[src/rtl/ym3438_pkg.sv]
// Shared definitions for the YM3438 register write scheduler.
//   SLOT_COUNT      : operator slots per sequencer cycle
//   ADDR_*          : register address ranges for global / operator / channel registers
//   OP_GROUP_MAP    : operator group for each value of addr[3:2]
//   KIND_*          : encoding of the reg_kind output
//   state_e         : scheduler FSM states
//   op_slot()       : operator slot from addr[3:2] and channel index
package ym3438_pkg;

  localparam int unsigned SLOT_COUNT = 24;

  localparam logic [7:0] ADDR_GLOB_LO = 8'h20;
  localparam logic [7:0] ADDR_GLOB_HI = 8'h2F;
  localparam logic [7:0] ADDR_OP_LO   = 8'h30;
  localparam logic [7:0] ADDR_OP_HI   = 8'h9F;
  localparam logic [7:0] ADDR_CH_LO   = 8'hA0;
  localparam logic [7:0] ADDR_CH_HI   = 8'hB7;

  // addr[3:2] = 0,1,2,3 selects operator group 1,2,3,0
  localparam logic [1:0] OP_GROUP_MAP [4] = '{2'd1, 2'd2, 2'd3, 2'd0};

  localparam logic KIND_OP = 1'b0;
  localparam logic KIND_CH = 1'b1;

  typedef enum logic [1:0] {
    StIdle,
    StWaitSlot,
    StHold
  } state_e;

  function automatic logic [4:0] op_slot(input logic [1:0] sel, input logic [2:0] ch);
    logic [1:0] grp;
    grp = OP_GROUP_MAP[sel];
    return ({3'b000, grp} * 5'd6) + {2'b00, ch};
  endfunction

endpackage

[src/rtl/ym3438_wr_decode.sv]
// Combinational register address decoder.
//   i_addr   : latched register address
//   i_port   : latched register port (0/1)
//   o_kind   : 0 = operator register, 1 = channel register
//   o_valid  : address targets an operator or channel slot register
//   o_global : address targets a global register (port 0, 0x20..0x2F)
//   o_slot   : target slot 0..23; 0 when o_valid is low
module ym3438_wr_decode
  import ym3438_pkg::*;
(
  input  logic [7:0] i_addr,
  input  logic       i_port,
  output logic       o_kind,
  output logic       o_valid,
  output logic       o_global,
  output logic [4:0] o_slot
);

  logic [2:0] w_ch;
  logic       w_ch_ok;
  logic       w_in_glob;
  logic       w_in_op;
  logic       w_in_ch;

  always_comb begin
    w_ch      = {1'b0, i_addr[1:0]} + (i_port ? 3'd3 : 3'd0);
    // ch field value 3 does not address any channel
    w_ch_ok   = (i_addr[1:0] != 2'd3);
    w_in_glob = (i_addr >= ADDR_GLOB_LO) && (i_addr <= ADDR_GLOB_HI);
    w_in_op   = (i_addr >= ADDR_OP_LO) && (i_addr <= ADDR_OP_HI);
    w_in_ch   = (i_addr >= ADDR_CH_LO) && (i_addr <= ADDR_CH_HI);

    o_global = w_in_glob & ~i_port;
    o_valid  = 1'b0;
    o_kind   = KIND_OP;
    o_slot   = 5'd0;
    if (w_in_op && w_ch_ok) begin
      o_valid = 1'b1;
      o_kind  = KIND_OP;
      o_slot  = op_slot(i_addr[3:2], w_ch);
    end else if (w_in_ch && w_ch_ok) begin
      o_valid = 1'b1;
      o_kind  = KIND_CH;
      o_slot  = {2'b00, w_ch};
    end
  end

endmodule

[src/rtl/ym3438_reg_write_sched.sv]
// YM3438 bus write scheduler: latches address writes, accepts data writes while idle,
// issues a global write strobe or waits for the target operator slot before issuing a
// slot register strobe, and keeps busy high for BUSY_TICKS slot ticks per accepted write.
//   i_mclk, i_reset      : clock, synchronous active-high reset
//   i_slot_tick, i_slot0 : operator sequencer step pulse / slot 0 indicator
//   i_wr, i_a0, i_a1     : bus write strobe, address/data select, port select
//   i_din                : bus write data
//   o_busy               : write in progress
//   o_drop_flag          : sticky, a data write arrived while busy and was discarded
//   o_glob_we, o_reg_we  : global / slot register write strobes
//   o_reg_kind           : 0 = operator register, 1 = channel register
//   o_reg_addr/data/slot : address, data and target slot of the current or last write
module ym3438_reg_write_sched
  import ym3438_pkg::*;
#(
  parameter int unsigned BUSY_TICKS = 32
) (
  input  logic       i_mclk,
  input  logic       i_reset,
  input  logic       i_slot_tick,
  input  logic       i_slot0,
  input  logic       i_wr,
  input  logic       i_a0,
  input  logic       i_a1,
  input  logic [7:0] i_din,
  output logic       o_busy,
  output logic       o_drop_flag,
  output logic       o_glob_we,
  output logic       o_reg_we,
  output logic       o_reg_kind,
  output logic [7:0] o_reg_addr,
  output logic [7:0] o_reg_data,
  output logic [4:0] o_reg_slot
);

  localparam logic [5:0] BUSY_LIMIT = 6'(BUSY_TICKS);
  localparam logic [4:0] SLOT_LAST  = 5'(SLOT_COUNT - 1);

  state_e     r_state;
  state_e     w_state_next;
  logic [4:0] r_cnt;
  logic [5:0] r_busy_cnt;
  logic [5:0] w_busy_cnt_next;
  logic [7:0] r_addr_lat;
  logic       r_port_lat;
  logic       r_glob_we;
  logic       r_drop_flag;
  logic       r_reg_kind;
  logic [7:0] r_reg_addr;
  logic [7:0] r_reg_data;
  logic [4:0] r_reg_slot;

  logic       w_addr_wr;
  logic       w_data_wr;
  logic       w_accept;
  logic       w_reg_we;
  logic [4:0] w_cur_slot;
  logic       w_dec_kind;
  logic       w_dec_valid;
  logic       w_dec_global;
  logic [4:0] w_dec_slot;

  assign w_addr_wr  = i_wr & ~i_a0;
  assign w_data_wr  = i_wr & i_a0;
  assign w_accept   = w_data_wr & (r_state == StIdle);
  assign w_cur_slot = i_slot0 ? 5'd0 : r_cnt;

  ym3438_wr_decode u_decode (
    .i_addr   (r_addr_lat),
    .i_port   (r_port_lat),
    .o_kind   (w_dec_kind),
    .o_valid  (w_dec_valid),
    .o_global (w_dec_global),
    .o_slot   (w_dec_slot)
  );

  always_comb begin
    w_state_next    = r_state;
    w_busy_cnt_next = r_busy_cnt;
    w_reg_we        = 1'b0;
    case (r_state)
      StIdle: begin
        if (w_accept) begin
          w_busy_cnt_next = 6'd0;
          // global and invalid writes have no slot to wait for
          if (w_dec_valid && !w_dec_global) begin
            w_state_next = StWaitSlot;
          end else begin
            w_state_next = StHold;
          end
        end
      end
      StWaitSlot: begin
        if (i_slot_tick) begin
          w_busy_cnt_next = r_busy_cnt + 6'd1;
        end
        if (i_slot_tick && (w_cur_slot == r_reg_slot)) begin
          w_reg_we     = ~i_reset;
          w_state_next = StHold;
        end
      end
      StHold: begin
        if (i_slot_tick) begin
          w_busy_cnt_next = r_busy_cnt + 6'd1;
        end
        if (w_busy_cnt_next >= BUSY_LIMIT) begin
          w_state_next = StIdle;
        end
      end
      default: w_state_next = StIdle;
    endcase
  end

  always_ff @(posedge i_mclk) begin
    if (i_reset) begin
      r_state     <= StIdle;
      r_cnt       <= 5'd0;
      r_busy_cnt  <= 6'd0;
      r_addr_lat  <= 8'd0;
      r_port_lat  <= 1'b0;
      r_glob_we   <= 1'b0;
      r_drop_flag <= 1'b0;
      r_reg_kind  <= 1'b0;
      r_reg_addr  <= 8'd0;
      r_reg_data  <= 8'd0;
      r_reg_slot  <= 5'd0;
    end else begin
      r_state    <= w_state_next;
      r_busy_cnt <= w_busy_cnt_next;
      if (i_slot_tick) begin
        r_cnt <= i_slot0 ? 5'd1 : ((r_cnt == SLOT_LAST) ? 5'd0 : r_cnt + 5'd1);
      end
      if (w_addr_wr) begin
        r_addr_lat <= i_din;
        r_port_lat <= i_a1;
      end
      r_glob_we <= w_accept & w_dec_global;
      // global and invalid writes record slot 0 / operator kind
      if (w_accept) begin
        r_reg_addr <= r_addr_lat;
        r_reg_data <= i_din;
        r_reg_slot <= w_dec_slot;
        r_reg_kind <= w_dec_kind;
      end
      if (w_data_wr && (r_state != StIdle)) begin
        r_drop_flag <= 1'b1;
      end
    end
  end

  assign o_busy      = (r_state != StIdle);
  assign o_drop_flag = r_drop_flag;
  assign o_glob_we   = r_glob_we;
  assign o_reg_we    = w_reg_we;
  assign o_reg_kind  = r_reg_kind;
  assign o_reg_addr  = r_reg_addr;
  assign o_reg_data  = r_reg_data;
  assign o_reg_slot  = r_reg_slot;

endmodule
[config.mk]
export PLATFORM = sky130hd
export DESIGN_NAME = ym3438_reg_write_sched
export DESIGN_NICKNAME = d
export VERILOG_FILES = /design/src/rtl/ym3438_pkg.sv /design/src/rtl/ym3438_wr_decode.sv /design/src/rtl/ym3438_reg_write_sched.sv
export SDC_FILE = /design/constraint.sdc
export NUM_CORES = 1
export LEC_CHECK = 0
export ABC_AREA = 1
export BUFFER_PORTS_ARGS = -buffer_cell sky130_fd_sc_hd__buf_2
export CORE_UTILIZATION = 55
export CTS_BUF_LIST = sky130_fd_sc_hd__clkbuf_16
export CTS_CLUSTER_DIAMETER = 200
export DETAILED_ROUTE_END_ITERATION = 10
export PLACE_DENSITY = 0.79
export SLEW_MARGIN = 30
export SYNTH_ARGS = -nofsm -noshare
export SYNTH_HDL_FRONTEND = slang
export SYNTH_SLANG_ARGS = --single-unit
[constraint.sdc]
create_clock -name i_mclk -period 2.65 [get_ports i_mclk]
set_clock_uncertainty 0.2 [all_clocks]
set_input_delay 0.3975 -clock i_mclk [delete_from_list [all_inputs] [get_ports i_mclk]]
set_output_delay 0.3975 -clock i_mclk [all_outputs]
set_load 0.01 [all_outputs]
==> flow_summary.toml, run 1 <==
[status]
outcome = "finished clean"

[synth]
yosysSeqAreaShare = 0.400
synth_edf_count = 0
synth.most_common_cell = "nor2_1"
synth_common_cells = "nor2_1 (53), dfxtp_1 (46), nand2_1 (38), inv_1 (34), o21ai_0 (33)"
yosys-top-cells-area = "dfxtp_1 (40%), nor2_1 (8.6%), o21ai_0 (7.2%)"
ys_seq_elements = 46
async_reset_ff_frac = 0
synth_nets = 335
yosys_warnings = 0
synth.avg_cell_area_um2 = 7.53
synthCells = 306
netlist_area_um2 = 2300
synth_ff_type = "dfxtp_1"
synth_top_area_share = 0.400
synth_area_leader_cell = "dfxtp_1"
synthDistinctLibCells = 35

[routing]
antenna_left = 0
wl_per_cell_um = 11.9
wl_um = 4730
vias = 2039
dr_wl_met2_um = 2380
highest_layer = "met4"
drt_first_pass_iters = 4
met3_length_um = 153
drt_drc_violations_left = 0
drt_iter0_markers = 70
viasPerCell = 5.14
wl_met1_um = 2120

[sta]
setup_violations = 0
report.final.slew_viol_count = 0
rsz0062_at_grt = "no"
period_minus_slack_ns = 2.44
clock.fmax_mhz = 410
setup_slack_ns = 0.213
setup_tns_ns = 0
maxSlewHeadroom = 0.768
hold_viol_final = 0
period_share = 0.920
worst_slew_pin_slew_ns = 0.348

[worst_hold_path]
hold_path_class = "input port to flip-flop"

[worst_setup_path]
worst_setup_path_start_kind = "flip-flop"
crit_chain = "ha_1 -> inv_1 -> fa_1 -> inv_1 -> ha_1 -> fa_1 -> inv_1 -> o21ai_0 -> o21ai_0 -> inv_1"
cp_top_family = "adder cells"
critPathSlowestCell = "fa_1"
cp_data_arrival_time_ns = 2.41
endpoint_kind = "flip-flop"
worst-path-max-fanout = 4
cp_num_buf_inv = 4
cp_common_cell = "inv_1"
critPathMaxStageDelay_ns = 0.50
crit_type = "flip-flop to flip-flop"
required_ns = 2.63

[clocking]
ctsResizeCount = 0
clock_sinks = 46
clockBufferDepth = 2
ctsHoldBuffers = 0
clock_latency_ns = 0.28
cts_buffers = 5
clockRootBuffer = "clkbuf_16"
cts_tree = "built"
htree_levels = 2
clk_pin_slew_worst_paths_ns = 0.06
cts_setup_buffers = 0

[layout]
final_layout_size_suffix_gt1_frac = 0.219
final_nets = 375
stdcell_count = 397
diodes = 0
fin_util = 0.672
synthToLayoutAreaGrowth_pct = 16.7

[placement]
gp_congestion = 0.829
pre_cts_ws_ns = 0.202
dp.cells = 389
place_hpwl_um = 3400
io_buffers = 40

[power_and_ir_drop]
power_leakage_nw = 1.32
cellPowerDensity_nw_per_um2 = 825
ir_drop_mv = 0.500

[global_routing]
antenna_found_initial = 0
grt_max_degree = 31
grt_pass1_vias = 1841
grt_pass1_wl_um = 7930
grt.total_usage = 0.235
gr-total-overflow = 0

[floorplan]
chipWidth_um = 66.7
dieHeight_um = 66.7
floorplan.initialDensity = 0.576
die_area_um2 = 4450
io_pins = 41
core_um2 = 4000
rows = 23

[run]
maxCapViolations = 0
==> layout make-up <==
type	instances	area, um2
Multi-Input combinational cell	213	1180
Inverter	38	143
Tap cell	50	62.6
Clock buffer	5	125
Sequential cell	46	921
Timing Repair Buffer	42	215
Clock inverter	3	41.3
Fill cell	353	1310
==> layer usage <==
| metal | vias up | GRT usage |
|---|---|---|
| met3 | 7 | 0.0514 |
| met5 | - | 0 |
| met4 | 0 | 0.0878 |
| li1 | 1057 | - |
| met2 | 36 | 0.423 |
| met1 | 939 | 0.268 |
==> worst reg2reg max path, delay by kind of cell, from the launching register on <==
family / cells / cell delay [ns]
flip-flops: 1 / 0.38
AO/OA/AOI/OAI: 2 / 0.23
adder cells (fa/ha/maj): 4 / 1.33
buffers and inverters: 4 / 0.21
==> worst paths after layout <==
| check | from | to | slack, ns | cells past startpoint |
|---|---|---|---|---|
| setup / recovery | r_addr_lat[0] | o_reg_slot[2] | 0.21 | 10 |
| hold reg to reg | o_drop_flag | o_drop_flag | 0.28 | 2 |
| setup reg to reg | r_addr_lat[0] | o_reg_slot[2] | 0.21 | 10 |
| hold / removal | i_din[2] | o_reg_data[2] | 0.15 | 3 |
==> placed cells by master (no fill, tap or decap), types with 2 or more instances in the layout <==
cell / instances
nor2_4: 3
nand3_1: 11
nor3_1: 4
nand3_2: 4
buf_2: 40
xor2_1: 2
a21oi_1: 22
nand2_1: 38
fa_1: 2
inv_2: 4
ha_1: 12
nor2_2: 5
nand2_2: 8
inv_1: 35
clkbuf_16: 5
dfxtp_1: 46
o21ai_0: 33
xnor2_1: 2
nor2_1: 53
buf_4: 2
==> power breakdown <==
part | internal [mW] | switching, mW
Combinational | 0.244 | 0.426
Sequential | 0.791 | 0.0590
Clock | 0.441 | 0.258
==> cell families after synthesis <==
logic type | Yosys count | synth area share
AND/OR/NAND/NOR | 131 | 0.264
AO/OA/AOI/OAI | 64 | 0.151
buffers and inverters | 47 | 0.0874
flip-flops | 46 | 0.400
adder cells (fa/ha/maj) | 14 | 0.0826
XOR/XNOR | 4 | 0.0152
==> state kept, by name, indices dropped and copies added, names as in the netlist, 2 cells and up <==
signal / cells
r_state: 2
o_reg_addr: 8
r_cnt: 5
o_reg_data: 8
o_reg_slot: 5
r_addr_lat: 8
r_busy_cnt: 6
==> stage by stage <==
step | power (mW) | instance area (um2) | hold WS [ns]
floorplan | 1.37 | 2300 | 0.272
global placement | 1.52 | 2520 | 0.250
detailed placement | 1.54 | 2520 | 0.267
CTS | 2.24 | 2690 | 0.156
global route | 2.37 | 2690 | 0.170
finish | 2.22 | 2690 | 0.155
Note: power is estimated with default switching activity, not from simulation.
==> inputs of run 2 (changes only) <==
--- a/config.mk
+++ b/config.mk
@@ -12,6 +12,7 @@
 export CTS_CLUSTER_DIAMETER = 200
 export DETAILED_ROUTE_END_ITERATION = 10
 export PLACE_DENSITY = 0.79
+export RECOVER_POWER = 25
 export SLEW_MARGIN = 30
 export SYNTH_ARGS = -nofsm -noshare
 export SYNTH_HDL_FRONTEND = slang
==> run 2 against run 1 <==
  * Die area did not move
  * Sequential cell count did not move
  * Clock power barely moved
  * Fmax barely moved
  * Total power fell by 0.48%
  * Utilization fell by 0.53 points
  * Sequential power barely moved
  * Setup slack improved by 0.00058 ns
  * Global-route usage did not move
  * Final cell count did not move
==> flow_summary.toml, run 2 (synthesized netlist as in run 1, its figures left out) <==
[clocking]
clockRootBuffer = "clkbuf_16"
clock_sinks = 46
clock_latency_ns = 0.28
clockBufferDepth = 2
clk_pin_slew_worst_paths_ns = 0.06
cts_tree = "built"
ctsResizeCount = 0
cts_setup_buffers = 0
htree_levels = 2
ctsHoldBuffers = 0
cts_buffers = 5

[layout]
final_common_cell = "nor2_1"
final_nets = 375
final_cell_mix = "nor2_1 (53), dfxtp_1 (46), nand2_1 (38)"
diodes = 0
synthToLayoutAreaGrowth_pct = 15.8
final_layout_size_suffix_gt1_frac = 0.167
fin_util = 0.667
stdcell_count = 397

[sta]
worst_slew_pin_slew_ns = 0.349
maxSlewHeadroom = 0.767
holdWs_ns = 0.154
period_minus_slack_ns = 2.44
setup_slack_ns = 0.213
setup_violations = 0
setup_tns_ns = 0
clock.fmax_mhz = 410
period_share = 0.919
rsz0062_at_grt = "no"
hold_viol_final = 0
report.final.slew_viol_count = 0

[worst_hold_path]
hold_path_end = "o_reg_data[2]"
hold_path_class = "input port to flip-flop"
hold_depth = 3
worstHoldStart = "i_din[2]"

[worst_setup_path]
required_ns = 2.63
crit_type = "flip-flop to flip-flop"
reg2reg_depth = 10
rrSetupSlack_ns = 0.21
cp_data_arrival_time_ns = 2.41
worst-path-max-fanout = 4
startpoint = "r_addr_lat[0]"
endpoint_kind = "flip-flop"
worst_setup_path_start_kind = "flip-flop"
timing.rr.end = "o_reg_slot[2]"
r2r_start = "r_addr_lat[0]"

[routing]
wl_per_cell_um = 11.9
dr_wl_met2_um = 2390
drt_iter0_markers = 65
highest_layer = "met4"
drt_drc_violations_left = 0
met3_length_um = 156
wl_met1_um = 2110
viasPerCell = 5.14
vias = 2042
drt_first_pass_iters = 4
antenna_left = 0
wl_um = 4730

[placement]
dp.cells = 389
io_buffers = 40
place_hpwl_um = 3400
pre_cts_ws_ns = 0.202
gp_congestion = 0.829

[run]
maxCapViolations = 0

[floorplan]
floorplan.initialDensity = 0.576
rows = 23
die_area_um2 = 4450
io_pins = 41
dieHeight_um = 66.7
core_um2 = 4000
chipWidth_um = 66.7

[power_and_ir_drop]
power_leakage_nw = 1.26
cellPowerDensity_nw_per_um2 = 828
ir_drop_mv = 0.499

[global_routing]
gr-total-overflow = 0
grt_pass1_wl_um = 7930
grt.total_usage = 0.235
grt_pass1_vias = 1841
grt_max_degree = 31
antenna_found_initial = 0

[status]
outcome = "finished clean"
run 2: cell types whose count changed in the layout (fill, tap and decap cells not counted):
cell,delta
clkbuf_1,+17
buf_2,-17
inv_2,-1
inv_1,+1
run 2: how the worst max path moves through the flow:
stage	end	cells past startpoint	slack (ns)
after CTS	o_reg_slot[2]	10	0.21
after floorplan	o_reg_slot[2]	10	0.37
after global routing	o_reg_slot[2]	10	0.11
after global placement	o_reg_slot[2]	10	0.32
after detailed placement	o_reg_slot[2]	10	0.20
final	o_reg_slot[2]	10	0.21
run 2: power by group:
group          switching [mW]  total, mW  internal, mW
clock                   0.260      0.701         0.441
combinational           0.425      0.657         0.231
sequential             0.0600      0.851         0.791
run 2: layout make-up:
cell class / instances / area (um2)
tap: 50 / 62.6
sequential: 46 / 921
inverter: 38 / 143
fill: 367 / 1330
multi-input combinational: 213 / 1180
clock inverter: 3 / 41.3
timing repair buffer: 42 / 194
clock buffer: 5 / 125
run 2: worst max-delay path, cell delays in order, from the launching register on:
cell,delay [ns]
dfxtp_1,0.38
ha_1,0.17
inv_1,0.05
fa_1,0.50
inv_1,0.05
ha_1,0.22
fa_1,0.44
inv_1,0.06
o21ai_0,0.07
o21ai_0,0.16
inv_1,0.05
run 2: metrics by stage:
step	area (um2)	power (mW)
3_5_place_dp	2520	1.54
5_1_grt	2670	2.36
2_1_floorplan	2300	1.37
6_report	2670	2.21
4_1_cts	2690	2.24
3_3_place_gp	2520	1.52
run 2: metal layers:
metal  vias to the layer above  GRT usage
met5                         -          0
met2                        40      0.423
met3                         7     0.0514
met4                         0     0.0878
met1                       937      0.268
li1                       1058          -
